File: config.mk
export PLATFORM = sky130hd
export DESIGN_NAME = gpio_debounce_mc
export DESIGN_NICKNAME = d
export VERILOG_FILES = /design/src/rtl/gpio_deb_pkg.sv /design/src/rtl/gpio_deb_chan.sv /design/src/rtl/gpio_debounce_mc.sv
export SDC_FILE = /design/constraint.sdc
export NUM_CORES = 1
export LEC_CHECK = 0
export ABC_CLOCK_PERIOD_IN_PS = 2300
export CAP_MARGIN = 20
export CORE_MARGIN = 3
export CORE_UTILIZATION = 60
export CTS_BUF_LIST = sky130_fd_sc_hd__clkbuf_8
export CTS_CLUSTER_DIAMETER = 40
export DETAILED_ROUTE_END_ITERATION = 6
export DONT_BUFFER_PORTS = 1
export GPL_TIMING_DRIVEN = 0
export PLACE_DENSITY_LB_ADDON = 0.1
export SLEW_MARGIN = 15
export SYNTH_ARGS = -nofsm -noshare
export SYNTH_HDL_FRONTEND = slang
export SYNTH_SLANG_ARGS = --single-unit
File: constraint.sdc
create_clock -name iclk -period 2.3 [get_ports iclk]
set_input_delay 0.46 -clock iclk [delete_from_list [all_inputs] [get_ports iclk]]
set_output_delay 0.46 -clock iclk [all_outputs]
set_load 0.02 [all_outputs]
File: src/rtl/gpio_deb_pkg.sv
// Shared constants and helpers for the multi-channel GPIO debouncer.
package gpio_deb_pkg;

  localparam int unsigned SYNC_STAGES = 2;
  localparam int unsigned DEF_CNT_W   = 16;

  // IDLE: synchronised sample agrees with the debounced state.
  // QUAL: sample differs and is being timed.
  typedef enum logic {
    PH_IDLE = 1'b0,
    PH_QUAL = 1'b1
  } phase_e;

  // A length must fit the counter as LEN-1 and be at least one sample.
  function automatic bit len_ok(input int unsigned len, input int unsigned w);
    return (len >= 1) && (64'(len) < (64'd1 << w));
  endfunction

endpackage

File: src/rtl/gpio_deb_chan.sv
// One debouncer channel: 2-flop synchroniser, qualification counter,
// debounced state and (with GPIO_DEB_EDGE_EN) registered edge pulses.
module gpio_deb_chan
  import gpio_deb_pkg::*;
#(
  parameter int unsigned CNT_W       = DEF_CNT_W,
  parameter int unsigned HIGH_LENGTH = 200,
  parameter int unsigned LOW_LENGTH  = 200
) (
  input  logic clk,
  input  logic rst,
  input  logic pin,
  output logic st,
  output logic rise,
  output logic fall,
  output logic busy
);

  localparam logic [CNT_W-1:0] HIGH_M1 = CNT_W'(HIGH_LENGTH - 1);
  localparam logic [CNT_W-1:0] LOW_M1  = CNT_W'(LOW_LENGTH - 1);

  logic [SYNC_STAGES-1:0] sync_q;
  logic                   s_in;
  logic                   st_q, st_d;
  logic [CNT_W-1:0]       cnt_q, cnt_d;
  logic [CNT_W-1:0]       len_m1;
  logic                   busy_q;
  phase_e                 phase;

  assign s_in  = sync_q[SYNC_STAGES-1];
  assign phase = (s_in == st_q) ? PH_IDLE : PH_QUAL;

  always_ff @(posedge clk or posedge rst) begin
    if (rst) begin
      sync_q <= '0;
      st_q   <= 1'b0;
      cnt_q  <= '0;
      busy_q <= 1'b0;
    end else begin
      sync_q <= {sync_q[SYNC_STAGES-2:0], pin};
      st_q   <= st_d;
      cnt_q  <= cnt_d;
      busy_q <= (cnt_d != '0);
    end
  end

  // Any sample matching the current state drops the count back to zero,
  // so a qualification only completes on LEN uninterrupted samples.
  always_comb begin
    st_d   = st_q;
    cnt_d  = cnt_q;
    len_m1 = st_q ? LOW_M1 : HIGH_M1;
    case (phase)
      PH_IDLE: cnt_d = '0;
      PH_QUAL: begin
        if (cnt_q == len_m1) begin
          st_d  = s_in;
          cnt_d = '0;
        end else begin
          cnt_d = cnt_q + 1'b1;
        end
      end
      default: cnt_d = '0;
    endcase
  end

`ifdef GPIO_DEB_EDGE_EN
  logic rise_q, fall_q;

  always_ff @(posedge clk or posedge rst) begin
    if (rst) begin
      rise_q <= 1'b0;
      fall_q <= 1'b0;
    end else begin
      rise_q <= st_d & ~st_q;
      fall_q <= ~st_d & st_q;
    end
  end

  assign rise = rise_q;
  assign fall = fall_q;
`else
  assign rise = 1'b0;
  assign fall = 1'b0;
`endif

  assign st   = st_q;
  assign busy = busy_q;

endmodule

File: src/rtl/gpio_debounce_mc.sv
// Multi-channel GPIO debouncer / start-strobe generator. Define
// GPIO_DEB_EDGE_EN to build the o_rise/o_fall pulse registers.
module gpio_debounce_mc
  import gpio_deb_pkg::*;
#(
  parameter int unsigned       CH_NUM      = 4,
  parameter int unsigned       CNT_W       = DEF_CNT_W,
  parameter int unsigned       HIGH_LENGTH = 200,
  parameter int unsigned       LOW_LENGTH  = 200,
  parameter logic [CH_NUM-1:0] OUT_INV     = {CH_NUM{1'b1}}
) (
  input  logic              iclk,
  input  logic              irst,
  input  logic [CH_NUM-1:0] ibutton,
  output logic [CH_NUM-1:0] o_start_str,
  output logic [CH_NUM-1:0] o_rise,
  output logic [CH_NUM-1:0] o_fall,
  output logic [CH_NUM-1:0] o_busy
);

  if (CH_NUM < 1 || CH_NUM > 32) begin : g_bad_ch_num
    $error("gpio_debounce_mc: CH_NUM must be 1..32");
  end
  if (!len_ok(HIGH_LENGTH, CNT_W)) begin : g_bad_high
    $error("gpio_debounce_mc: HIGH_LENGTH out of range for CNT_W");
  end
  if (!len_ok(LOW_LENGTH, CNT_W)) begin : g_bad_low
    $error("gpio_debounce_mc: LOW_LENGTH out of range for CNT_W");
  end

  logic [CH_NUM-1:0] st_vec;

  for (genvar i = 0; i < CH_NUM; i++) begin : g_chan
    gpio_deb_chan #(
      .CNT_W      (CNT_W),
      .HIGH_LENGTH(HIGH_LENGTH),
      .LOW_LENGTH (LOW_LENGTH)
    ) u_chan (
      .clk (iclk),
      .rst (irst),
      .pin (ibutton[i]),
      .st  (st_vec[i]),
      .rise(o_rise[i]),
      .fall(o_fall[i]),
      .busy(o_busy[i])
    );
  end

  // st resets to 0, so the strobe comes out of reset equal to OUT_INV.
  assign o_start_str = st_vec ^ OUT_INV;

endmodule

# After elaboration in Yosys (flattened, before gate mapping)
# Index checks and enable logic that the tools add are counted.
# Widths: inputs -> output; s select.
word_totals:
  elab_cells: 53
  ff_bits: 80
  input_bits: 6
  output_inout_bits: 16
classes:
  eq_ne: 8
  n_mux: 12
  n_reduce_logical: 8
  addsub: 4
  bitwise: 5
ops:
  columns: ["op", "count"]
  rows:
  - ["$pmux 16 s2", 4]
  - ["$add 16x1->16 const B", 4]
  - ["$eq 16x8->1 const B", 4]
  - ["$mux 16", 4]
  - ["$reduce_bool 16->1", 4]
  - ["$reduce_and 2->1", 4]
  - ["$eq 1x1->1", 4]
  - ["$mux 1", 4]
  - ["$not 1->1", 4]
  - ["$not 4->4", 1]

# Longest topological paths before layout
depth:
  word_depth: 4
  depth_mapped: 9
  mapped_depth_nobuf: 7

# By module
# Synthesis repeated with hierarchy kept, for this count alone.
unflattened:
  cells_unflattened: 450
  hier_area_um2: 4394.2
modules_own_cells:
  columns: ["module", "area_per_inst_um2", "cells_per_inst", "n_inst", "seq_area_each_um2"]
  rows:
  - ["gpio_deb_chan (g_chan[1].u_chan ...)", 1083.5, 109, 3, 500.5]
  - ["gpio_deb_chan (g_chan[0].u_chan)", 1128.6, 119, 1, 500.5]
  - ["gpio_debounce_mc", 15.0, 4, 1, 0.0]

# Worst setup path before layout
# OpenSTA, ideal clock, no wires.
synth_path:
  kind: "register -> register"
  startpoint: "register g_chan[3].u_chan.cnt_q[0]"
  endpoint: "register g_chan[3].u_chan.busy_q"
  setup_ns: 0.139
  t_arrival_ns: 1.861
  setup_slack_ns: 0.301
  t_required_ns: 2.161
  path_buffers: 1
  path_stages_with_launch: 9
  synth_period_minus_slack_ns: 1.999
  path_cell_list: "dfrtp_1 -> ha_1 -> and4_1 -> buf_6 -> nand3_2 -> xor2_1 -> and4bb_1 -> a31oi_1 -> or4_1"
synth_via:
  elab_chain_len: 4
  elab_cells_between_ends: 5
  classes_between: "add/sub (1); eq/ne (1); mux (2); reduce/logical (1)"
synth_rtl:
  columns: ["element", "line_no", "source"]
  rows:
  - ["start: declaration", "gpio_deb_chan.sv:25", "logic [CNT_W-1:0] cnt_q, cnt_d;"]
  - ["start signal: assignment", "gpio_deb_chan.sv:42", "cnt_q <= cnt_d;"]
  - ["$add 16x1->16 or $eq 16x8->1 (tied branches)", "gpio_deb_chan.sv:60, gpio_deb_chan.sv:56", null]
  - ["$mux 16 (*)", "gpio_deb_chan.sv:56", "if (cnt_q == len_m1) begin"]
  - ["$pmux 16 s2 (*)", "gpio_deb_chan.sv:53", "case (phase)"]
  - ["$reduce_bool 16->1 (*)", "gpio_deb_chan.sv:43", "busy_q <= (cnt_d != '0);"]
  - ["end signal: assignment", "gpio_deb_chan.sv:43", null]
  - ["end: declaration", "gpio_deb_chan.sv:27", "logic busy_q;"]
# Every way passes the cells marked *; elsewhere a longest branch is shown, timed or not.
# A chain may end at the register's enable or synchronous reset.

# Final worst setup path
# Ends and elaborated chain as after synthesis.

==> flow_summary_export.csv <==
group,metric,value,unit
finish,drive_above_1_share,0.113,
global_route,grt_util_met2,0.317,
timing,fmax,0.465,GHz
drt,routed_via_density,5.57,
clock_tree,path_clk_slew,0.08,ns
critical_path,cp-start-kind,"register",
finish,layout.nets,492,
run_status,status,"complete, but fails checks",
yosys,syn_area,4350,um^2
yosys,synth_cell_types,52,
drt,post-route-drc-count,0,
critical_path,crit_path_end_kind,"register",
global_route,track_usage,0.208,
global_route,grt_pass1_vias,3071,
place,port-buffer-count,0,
clock_tree,cts.sinks,80,
clock_tree,cts_tree,"yes",
drt,final_antenna_net_count,0,
yosys,synth_edf_count,0,
timing,setup_viol,0,
critical_path,r2r_start,"g_chan[3].u_chan.cnt_q[0]$_DFF_PP0_",
timing,fin_crit_sh,0.935,
timing,hold_viol_final,7,
run_status,violations,"hold timing",
pwr,power.density,577,nW/um^2
pwr,p_total,2.76,mW
floorplan,initial_utilization,0.630,
floorplan,num_io_pins,22,
global_route,busiest_layer,"met2",
finish,seqCellArea,2000,um^2
floorplan,core_area,6910,um^2
timing,max-slew-margin-rel,0.594,
drt,num_vias,3245,
global_route,grt_max_degree,37,
global_route,antenna_found_initial,0,
yosys,yosys_warnings,0,
clock_tree,clockBufferDepth,2,
place,hpwl,5.53,mm
timing,maxSlewViolCount,0,
global_route,use_met3,0.0439,
floorplan,die_h,91.1,um
drt,finalWirelength,7.95,mm
yosys,synth-seq-area-share,0.460,
timing,hold_slack,-0.00594,ns
yosys,synth-seq-cells,80,
yosys,synthArstFlopShare,1.00,
critical_path,cp_max_fo,7,
global_route,grt_pass1_wl,14.1,mm
finish,area_delta_synth_final,9.93,%
critical_path,reg2reg_to,"g_chan[3].u_chan.busy$_DFF_PP0_",
clock_tree,clock-root-buffer,"clkbuf_8",
clock_tree,cts_buffers,9,
timing,min_period,2.15,ns
min_path,hold_path_class,"in -> async",
finish,n_antenna_cell,0,
timing,worst_pin_slew,0.603,ns
finish,fill_cells,568,
critical_path,cp.arrival,2.37,ns
drt,firstDrtPassIters,4,
critical_path,cp.required,2.52,ns
clock_tree,clock_latency,0.35,ns
floorplan,row_count,30,
drt,first_iter_violations,136,
timing,fin_skew,0.00984,ns
critical_path,crit_type,"reg -> reg",
timing,setup-tns-final,0,ns
run,drv_cap,0,
place,place.gp.congestion,0.907,
yosys,synthCells,463,
finish,multi_input_area,2150,um^2
critical_path,rrSetupSlack,0.15,ns
critical_path,worst-r2r-cell-count,8,
global_route,grt_use_met1,0.293,
clock_tree,post_cts_buffers,0,
floorplan,fp.dieArea,8310,um^2
yosys,synth-main-ff-cell,"dfrtp_1",
pwr,power_leakage,2.11,nW
finish,post-route-util,0.692,
drt,wl_per_cell,13.6,um
global_route,overflow,0,
timing,rsz0062_at_grt,"no",
floorplan,die-width,91.1,um
yosys,avgSynthCellArea,9.39,um^2
clock_tree,cts_max_level,3,
pwr,ir_worst_vdd,0.559,mV
metal layers:
metal | vias up | routed length, um | share of wire
met2 | 72 | 3670 | 0.46
met1 | 1537 | 3830 | 0.48
met3 | 13 | 318 | 0.040
met4 | 0 | 136 | 0.017
met5 | - | 0 | 0
li1 | 1623 | - | -
how the worst max path moves through the flow:
stage / slack (ns) / endpoint / depth (start not counted) / startpoint
5_1_grt: 0.04 / g_chan[3].u_chan.busy$_DFF_PP0_ / 8 / g_chan[3].u_chan.cnt_q[0]$_DFF_PP0_
2_1_floorplan: 0.30 / g_chan[3].u_chan.busy$_DFF_PP0_ / 8 / g_chan[3].u_chan.cnt_q[0]$_DFF_PP0_
3_5_place_dp: 0.05 / g_chan[3].u_chan.busy$_DFF_PP0_ / 8 / g_chan[3].u_chan.cnt_q[0]$_DFF_PP0_
4_1_cts: 0.04 / g_chan[3].u_chan.busy$_DFF_PP0_ / 8 / g_chan[3].u_chan.cnt_q[0]$_DFF_PP0_
3_3_place_gp: 0.11 / g_chan[3].u_chan.busy$_DFF_PP0_ / 8 / g_chan[3].u_chan.cnt_q[0]$_DFF_PP0_
6_report: 0.15 / g_chan[3].u_chan.busy$_DFF_PP0_ / 8 / g_chan[3].u_chan.cnt_q[0]$_DFF_PP0_
flip-flops by register name, indices dropped and copies added, names as in the netlist:
register	flops
g_chan.u_chan.st	4
g_chan.u_chan.cnt_q	64
g_chan.u_chan.sync_q	8
g_chan.u_chan.busy	4
cell usage after synthesis (2+ instances only):
| cell | count | area (um^2) |
|---|---|---|
| and4_1 | 5 | 43.8 |
| buf_6 | 2 | 22.5 |
| a21oi_1 | 7 | 35.0 |
| a31oi_1 | 5 | 31.3 |
| inv_1 | 13 | 48.8 |
| or4_1 | 3 | 22.5 |
| buf_4 | 12 | 90.1 |
| clkbuf_1 | 8 | 30.0 |
| mux2i_1 | 2 | 20.0 |
| nand2b_1 | 5 | 31.3 |
| nand4_1 | 13 | 81.3 |
| a211oi_1 | 3 | 22.5 |
| o21ai_0 | 6 | 30.0 |
| or3_1 | 2 | 12.5 |
| and2_1 | 4 | 25.0 |
| nor2_1 | 79 | 297 |
| nand3_2 | 2 | 20.0 |
| buf_2 | 12 | 60.1 |
| nor4b_1 | 3 | 26.3 |
| nor3_2 | 2 | 20.0 |
| ha_1 | 4 | 50.1 |
| nand3_1 | 33 | 165 |
| mux2_1 | 3 | 33.8 |
| nor4_1 | 12 | 75.1 |
| and3_1 | 16 | 100 |
| nand2_1 | 21 | 78.8 |
| dfrtp_1 | 80 | 2000 |
| a21o_1 | 2 | 15.0 |
| and4bb_1 | 2 | 25.0 |
| nor3b_1 | 3 | 22.5 |
| nor3_1 | 12 | 60.1 |
| o31ai_1 | 4 | 30.0 |
| xor2_1 | 29 | 254 |
| xnor2_1 | 35 | 307 |
| and3_4 | 2 | 22.5 |
report_power, final:
group	total [mW]	switching [mW]	leakage [nW]	internal, mW
registers	1.46	0.0230	1.08	1.44
logic	0.178	0.111	0.912	0.0673
clock network	1.12	0.495	0.120	0.628
what timing repair did:
action                     in CTS  in global routing
resized for setup               0                  6
setup endpoints to repair       0                 22
hold buffers                    0                  0
logic make-up (layout without fill, tap and decap cells):
| family | after synthesis | after routing | synth area share |
|---|---|---|---|
| other | 1 | 8 | 0.000862 |
| AND/OR/NAND/NOR | 225 | 225 | 0.272 |
| flip-flops | 80 | 80 | 0.460 |
| AO/OA/AOI/OAI | 35 | 35 | 0.0526 |
| XOR/XNOR | 64 | 64 | 0.129 |
| adder cells (fa/ha/maj) | 4 | 4 | 0.0115 |
| buffers and inverters | 48 | 65 | 0.0587 |
| multiplexers | 6 | 6 | 0.0150 |
final cells by class:
cell class              count  share of cell area
flip-flops and latches     80               0.419
clock buffers              10              0.0288
inverters                  13              0.0110
repair buffers              2             0.00837
plain buffers              34              0.0429
multi-input cells         342               0.449
clock inverters             6              0.0160
well taps                  96              0.0251
cells in the final DEF, fill, tap and decap left out, types with 3 or more instances in the layout:
cell type / synthesis / layout
or4_1: 3 / 3
buf_2: 12 / 11
dfrtp_1: 80 / 80
a211oi_1: 3 / 3
conb_1: 1 / 8
and3_1: 16 / 16
ha_1: 4 / 3
nor2_1: 79 / 79
a31oi_1: 5 / 5
o31ai_1: 4 / 4
nor3b_1: 3 / 3
xor2_1: 29 / 28
nor3_1: 12 / 12
buf_4: 12 / 12
nand4_1: 13 / 13
and4_1: 5 / 5
nand3_1: 33 / 33
nand2_1: 21 / 20
and2_1: 4 / 4
mux2_1: 3 / 3
a21oi_1: 7 / 7
nand2b_1: 5 / 5
clkbuf_8: 0 / 10
o21ai_0: 6 / 6
clkbuf_1: 8 / 7
inv_1: 13 / 15
xnor2_1: 35 / 35
nor4_1: 12 / 12
through the flow:
stage | setup slack, ns | area, um^2 | std cells
2_1_floorplan | 0.301 | 4380 | 470
3_3_place_gp | 0.112 | 4500 | 566
3_5_place_dp | 0.0469 | 4540 | 568
4_1_cts | 0.0438 | 4750 | 584
5_1_grt | 0.0353 | 4780 | 583
6_report | 0.150 | 4780 | 583
worst max-delay path, cell delays in order (launching register included):
cell and delay [ns]:
dfrtp_1 0.45, ha_4 0.20, and4_1 0.20, buf_6 0.13, nand3_2 0.08, xor2_2 0.18, and4bb_1 0.23, a31oi_1 0.10
or4_1 0.46
(Power assumes the default switching activity.)
==> patch 1, RTL diff (same settings) <==
Add a define of `GPIO_DEB_EDGE_EN`.
--- a/src/rtl/gpio_deb_chan.sv
+++ b/src/rtl/gpio_deb_chan.sv
@@ -1,4 +1,6 @@
 // One debouncer channel: 2-flop synchroniser, qualification counter,
 // debounced state and (with GPIO_DEB_EDGE_EN) registered edge pulses.
+`define GPIO_DEB_EDGE_EN
+
 module gpio_deb_chan
   import gpio_deb_pkg::*;
Behaviour: no difference found for any inputs over 10 cycles, from zero or initial values and one cycle with irst high; that may be too few to reach the edited logic, so the function may still have changed.
==> patch 1 against the unedited design <==
- first-iteration DRC count is 29% lower
- count of clock-buffer cells in the layout is 1 higher
- area after synthesis is 7.1% higher
- wire length is 8.0% higher
- sequential cell count is 8 higher
- core utilization is 0.35 points lower
- sequential power is 9.6% higher
- hold slack better by 0.11 ns
- total power is 3.7% higher
- combinational power is 8% lower
- worst setup slack worse by 0.055 ns
- design area is 6.7% higher
==> patch 1: results <==
[power_and_ir_drop]
peakVddDrop_mv = 0.491
p_leak_nw = 2.21
swShare = 0.233
clkPwrFrac = 0.383
seq_power_w = 0.00160

[critical_path]
cpPeakStageDelay_ns = 0.65
crit_fanout = 6
critPathCapture = g_chan[1].u_chan.busy
rr_worst_depth = 7
slowest_stage = or4b_2
r2r_start = g_chan[1].u_chan.cnt_q[0]
cp.arrival_ns = 2.42
r2r_slack_ns = 0.09

[detailed_routing]
dr.pass1.iters = 6
drt-initial-drc-count = 96
routed.top_layer = met4
wl_met3_um = 404
vias = 3385
met1Wirelength_um = 3970
met2WireLength_um = 4050
drt_wl_total_um = 8580

[timing]
fin_skew_ns = 0.0103
fmax_mhz = 453
relSlewSlack = 0.483

[yosys]
ys_types = 59
ys_top_cells_by_count = dfrtp_1, nor2_1, xnor2_1
yosys-top-cells-area = dfrtp_1, nor2_1, xnor2_1
async_reset_ff_frac = 1.00
syn_nets = 493
synth_warnings = 0
yosysSeqAreaShare = 0.473

[finish]
diodes = 0
drive_above_1_share = 0.147
fin_nets = 509
reg_top3 = g_chan.u_chan.cnt_q (64), g_chan.u_chan.sync_q (8)

[grt]
grt_use_met2 = 0.332
grtUsageTotal = 0.212
antenna_found_initial = 0
grt_max_degree = 35
use_met1 = 0.282
gr-usage-met3 = 0.0617
grt_first_pass_wirelength_um = 15000
grt_pass1_vias = 3290

[placed_design]
gp_congestion = 0.822
place_ws_ns = 0.0579
dpl.hpwl_um = 5880

[cts]
path_clk_slew_ns = 0.08
cts_buffers = 9

[status]
status = complete, no violations
[patch 1: area by class of cell]
cell class,count,area (sq um)
Clock inverter,5,56.3
Buffer,33,204
Tap cell,99,124
Fill cell,589,2310
Sequential cell,88,2200
Multi-Input combinational cell,351,2250
Timing Repair Buffer,5,70.1
Clock buffer,11,151
Inverter,11,45.0
[patch 1: worst min path at each step]
stage	from	to	slack, ns	cells after the start
detailed placement	g_chan[2].u_chan.sync_q[0]	g_chan[2].u_chan.sync_q[1]	0.34	0
CTS	ibutton[0]	g_chan[0].u_chan.sync_q[0]	0.11	0
global route	ibutton[0]	g_chan[0].u_chan.sync_q[0]	0.10	0
floorplan	g_chan[0].u_chan.sync_q[0]	g_chan[0].u_chan.sync_q[1]	0.33	0
finish	irst	g_chan[0].u_chan.sync_q[0]	0.11	1
global placement	g_chan[0].u_chan.sync_q[0]	g_chan[0].u_chan.sync_q[1]	0.33	0
[patch 1: metrics by stage]
stage	cells	hold WS, ns	util	cell area, sq um	total power, W
floorplan	483	0.331	-	4660	0.00175
global placement	582	0.334	0.646	4780	0.00178
detailed placement	584	0.336	0.652	4830	0.00180
CTS	600	0.112	0.680	5040	0.00290
global route	603	0.102	0.689	5100	0.00298
finish	603	0.106	0.689	5100	0.00286
[patch 1: cells by family (layout without fill, tap and decap cells)]
| kind of cell | Yosys count | after routing | share of synthesized area |
|---|---|---|---|
| flops | 88 | 88 | 0.473 |
| mux | 10 | 10 | 0.0242 |
| xor+xnor | 67 | 67 | 0.126 |
| fa+ha+maj | 4 | 4 | 0.0107 |
| simple gates | 234 | 234 | 0.260 |
| buf+inv | 44 | 65 | 0.0527 |
| compound gates | 36 | 36 | 0.0540 |
[patch 1: what timing repair did]
action / in CTS / in global routing
endpoints found under the setup margin: 0 / 12
gates resized for setup: 0 / 8
buffers inserted: 0 / 3
==> patch 2, RTL diff (same settings) <==
Without the edit above. Register the input `ibutton` before use. The logic sees it one clock later.
--- a/src/rtl/gpio_debounce_mc.sv
+++ b/src/rtl/gpio_debounce_mc.sv
@@ -18,4 +18,10 @@
   output logic [CH_NUM-1:0] o_busy
 );
+
+  logic [CH_NUM-1:0] ibutton_q;
+
+  always_ff @(posedge iclk) begin
+      ibutton_q <= ibutton;
+  end
 
   if (CH_NUM < 1 || CH_NUM > 32) begin : g_bad_ch_num
@@ -39,5 +45,5 @@
       .clk (iclk),
       .rst (irst),
-      .pin (ibutton[i]),
+      .pin (ibutton_q[i]),
       .st  (st_vec[i]),
       .rise(o_rise[i]),
Formal check against the unedited RTL: not equivalent (a bounded check fails within 4 cycles, from zero or initial values and one cycle with irst high).
==> patch 2 against the unedited design <==
- worst setup slack worse by 0.058 ns
- largest power group unchanged
- first-iteration DRC count up 17%
- wire length about the same
- area after synthesis up 1.8%
- clock skew about the same
- design area up 1.9%
- total power up 5.2%
- sequential cell count up 4
- critical endpoint unchanged
==> patch 2: results <==
[power_and_ir_drop]
peakVddDrop_mv = 0.485
p_leak_nw = 2.15

[finish]
fin_nets = 496
diodes = 0
drive_above_1_share = 0.114
reg_top3 = g_chan.u_chan.cnt_q (64), g_chan.u_chan.sync_q (8)

[timing]
tightestPinTransition_ns = 0.625
fin_skew_ns = 0.0101

[yosys]
ys.flop_type = dfrtp_1
ys_types = 53
yosysSeqAreaShare = 0.470
yosys-top-cells-area = dfrtp_1, xnor2_1, nor2_1
synth_warnings = 0
async_reset_ff_frac = 0.952
ys_top_cells_by_count = dfrtp_1, nor2_1, xnor2_1

[detailed_routing]
dr.pass1.iters = 4
drt-initial-drc-count = 159
detail_route.wl_per_cell_um = 13.5
vias = 3284

[placed_design]
dpl.hpwl_um = 5560
post_dp_cell_area_sq_um = 4630
port_buffers = 0
gp_congestion = 0.904

[grt]
grtUsageTotal = 0.204
grt_pass1_vias = 3109
antenna_found_initial = 0
grt_max_degree = 32
grt_first_pass_wirelength_um = 14100

[critical_path]
cpPeakStageDelay_ns = 0.49
r2r_slack_ns = 0.09
cp.arrival_ns = 2.41
slowest_stage = or4_1
crit_fanout = 7

[cts]
path_clk_slew_ns = 0.08
cts_buffers = 9
cts.path.max_buffers = 2
htreeDepth = 3
worstSkewPairLatency_ns = 0.35
ctsRootBufferMaster = clkbuf_8

[status]
status = complete, no violations

[min_path]
hold_class = primary input to asynchronous set/reset pin
## patch 2: through the flow
stage / util / hold slack, ns / worst slack, ns / std cells
2_1_floorplan: - / 0.316 / 0.301 / 474
3_3_place_gp: 0.656 / 0.321 / 0.111 / 570
3_5_place_dp: 0.663 / 0.323 / 0.0707 / 572
4_1_cts: 0.696 / 0.0736 / 0.0466 / 588
5_1_grt: 0.697 / 0.0894 / 0.00605 / 587
6_report: 0.697 / 0.0578 / 0.0914 / 587
## patch 2: per-layer routing
| layer | vias to the layer above | global-route usage | part of all wire | wire length (um) |
|---|---|---|---|---|
| li1 | 1628 | - | - | - |
| met1 | 1573 | 0.282 | 0.48 | 3800 |
| met2 | 76 | 0.326 | 0.47 | 3720 |
| met3 | 7 | 0.0418 | 0.044 | 352 |
| met4 | 0 | 0.0594 | 0.0092 | 73 |
| met5 | - | 0 | 0 | 0 |
## patch 2: cell type report
cell class | instances | area, sq um
Multi-Input combinational cell | 342 | 2130
Inverter | 13 | 52.6
Sequential cell | 84 | 2080
Clock inverter | 4 | 70.1
Timing Repair Buffer | 2 | 47.5
Fill cell | 559 | 2110
Clock buffer | 12 | 165
Buffer | 34 | 205
Tap cell | 96 | 120
## patch 2: worst max-delay path, delay by kind of cell, from the launching register on
| kind | cells | cell delay, ns |
|---|---|---|
| and+or+nand+nor | 4 | 0.99 |
| adders and majority gates | 1 | 0.26 |
| xor gates and xnor gates | 1 | 0.18 |
| AOI/OAI and AO/OA | 1 | 0.08 |
| buffers and inverters | 1 | 0.13 |
| DFF | 1 | 0.42 |
## patch 2: timing repair
action / in CTS / in global routing
endpoints found under the setup margin: 0 / 12
resized for setup: 0 / 3
setup buffers: 0 / 0
## patch 2: worst paths after layout
path,startpoint,end,depth (start not counted)
worst min-delay path,irst,g_chan[2].u_chan.cnt_q[4],1
max in group asynchronous,irst,g_chan[0].u_chan.sync_q[1],3
min in group iclk,ibutton[3],ibutton_q[3],0
worst min register to register,ibutton_q[0],g_chan[0].u_chan.sync_q[0],0
worst max-delay path,g_chan[3].u_chan.cnt_q[0],g_chan[3].u_chan.busy,8
worst max register to register,g_chan[3].u_chan.cnt_q[0],g_chan[3].u_chan.busy,8
## patch 2: power breakdown
part	leakage, nW	internal, W	switching, W	total [W]
clock	0.122	0.000697	0.000498	0.00120
combinational	0.913	0.0000660	0.000110	0.000177
sequential	1.12	0.00151	0.0000228	0.00153
## patch 2: logic make-up after synthesis
family                     count (synthesis)  synth area share
and+or+nand+nor                          225             0.267
xor gates and xnor gates                  64             0.127
muxes                                      6            0.0147
AOI/OAI and AO/OA                         35            0.0517
buffers and inverters                     48            0.0576
other                                      1          0.000847
DFF                                       84             0.470
adders and majority gates                  4            0.0113
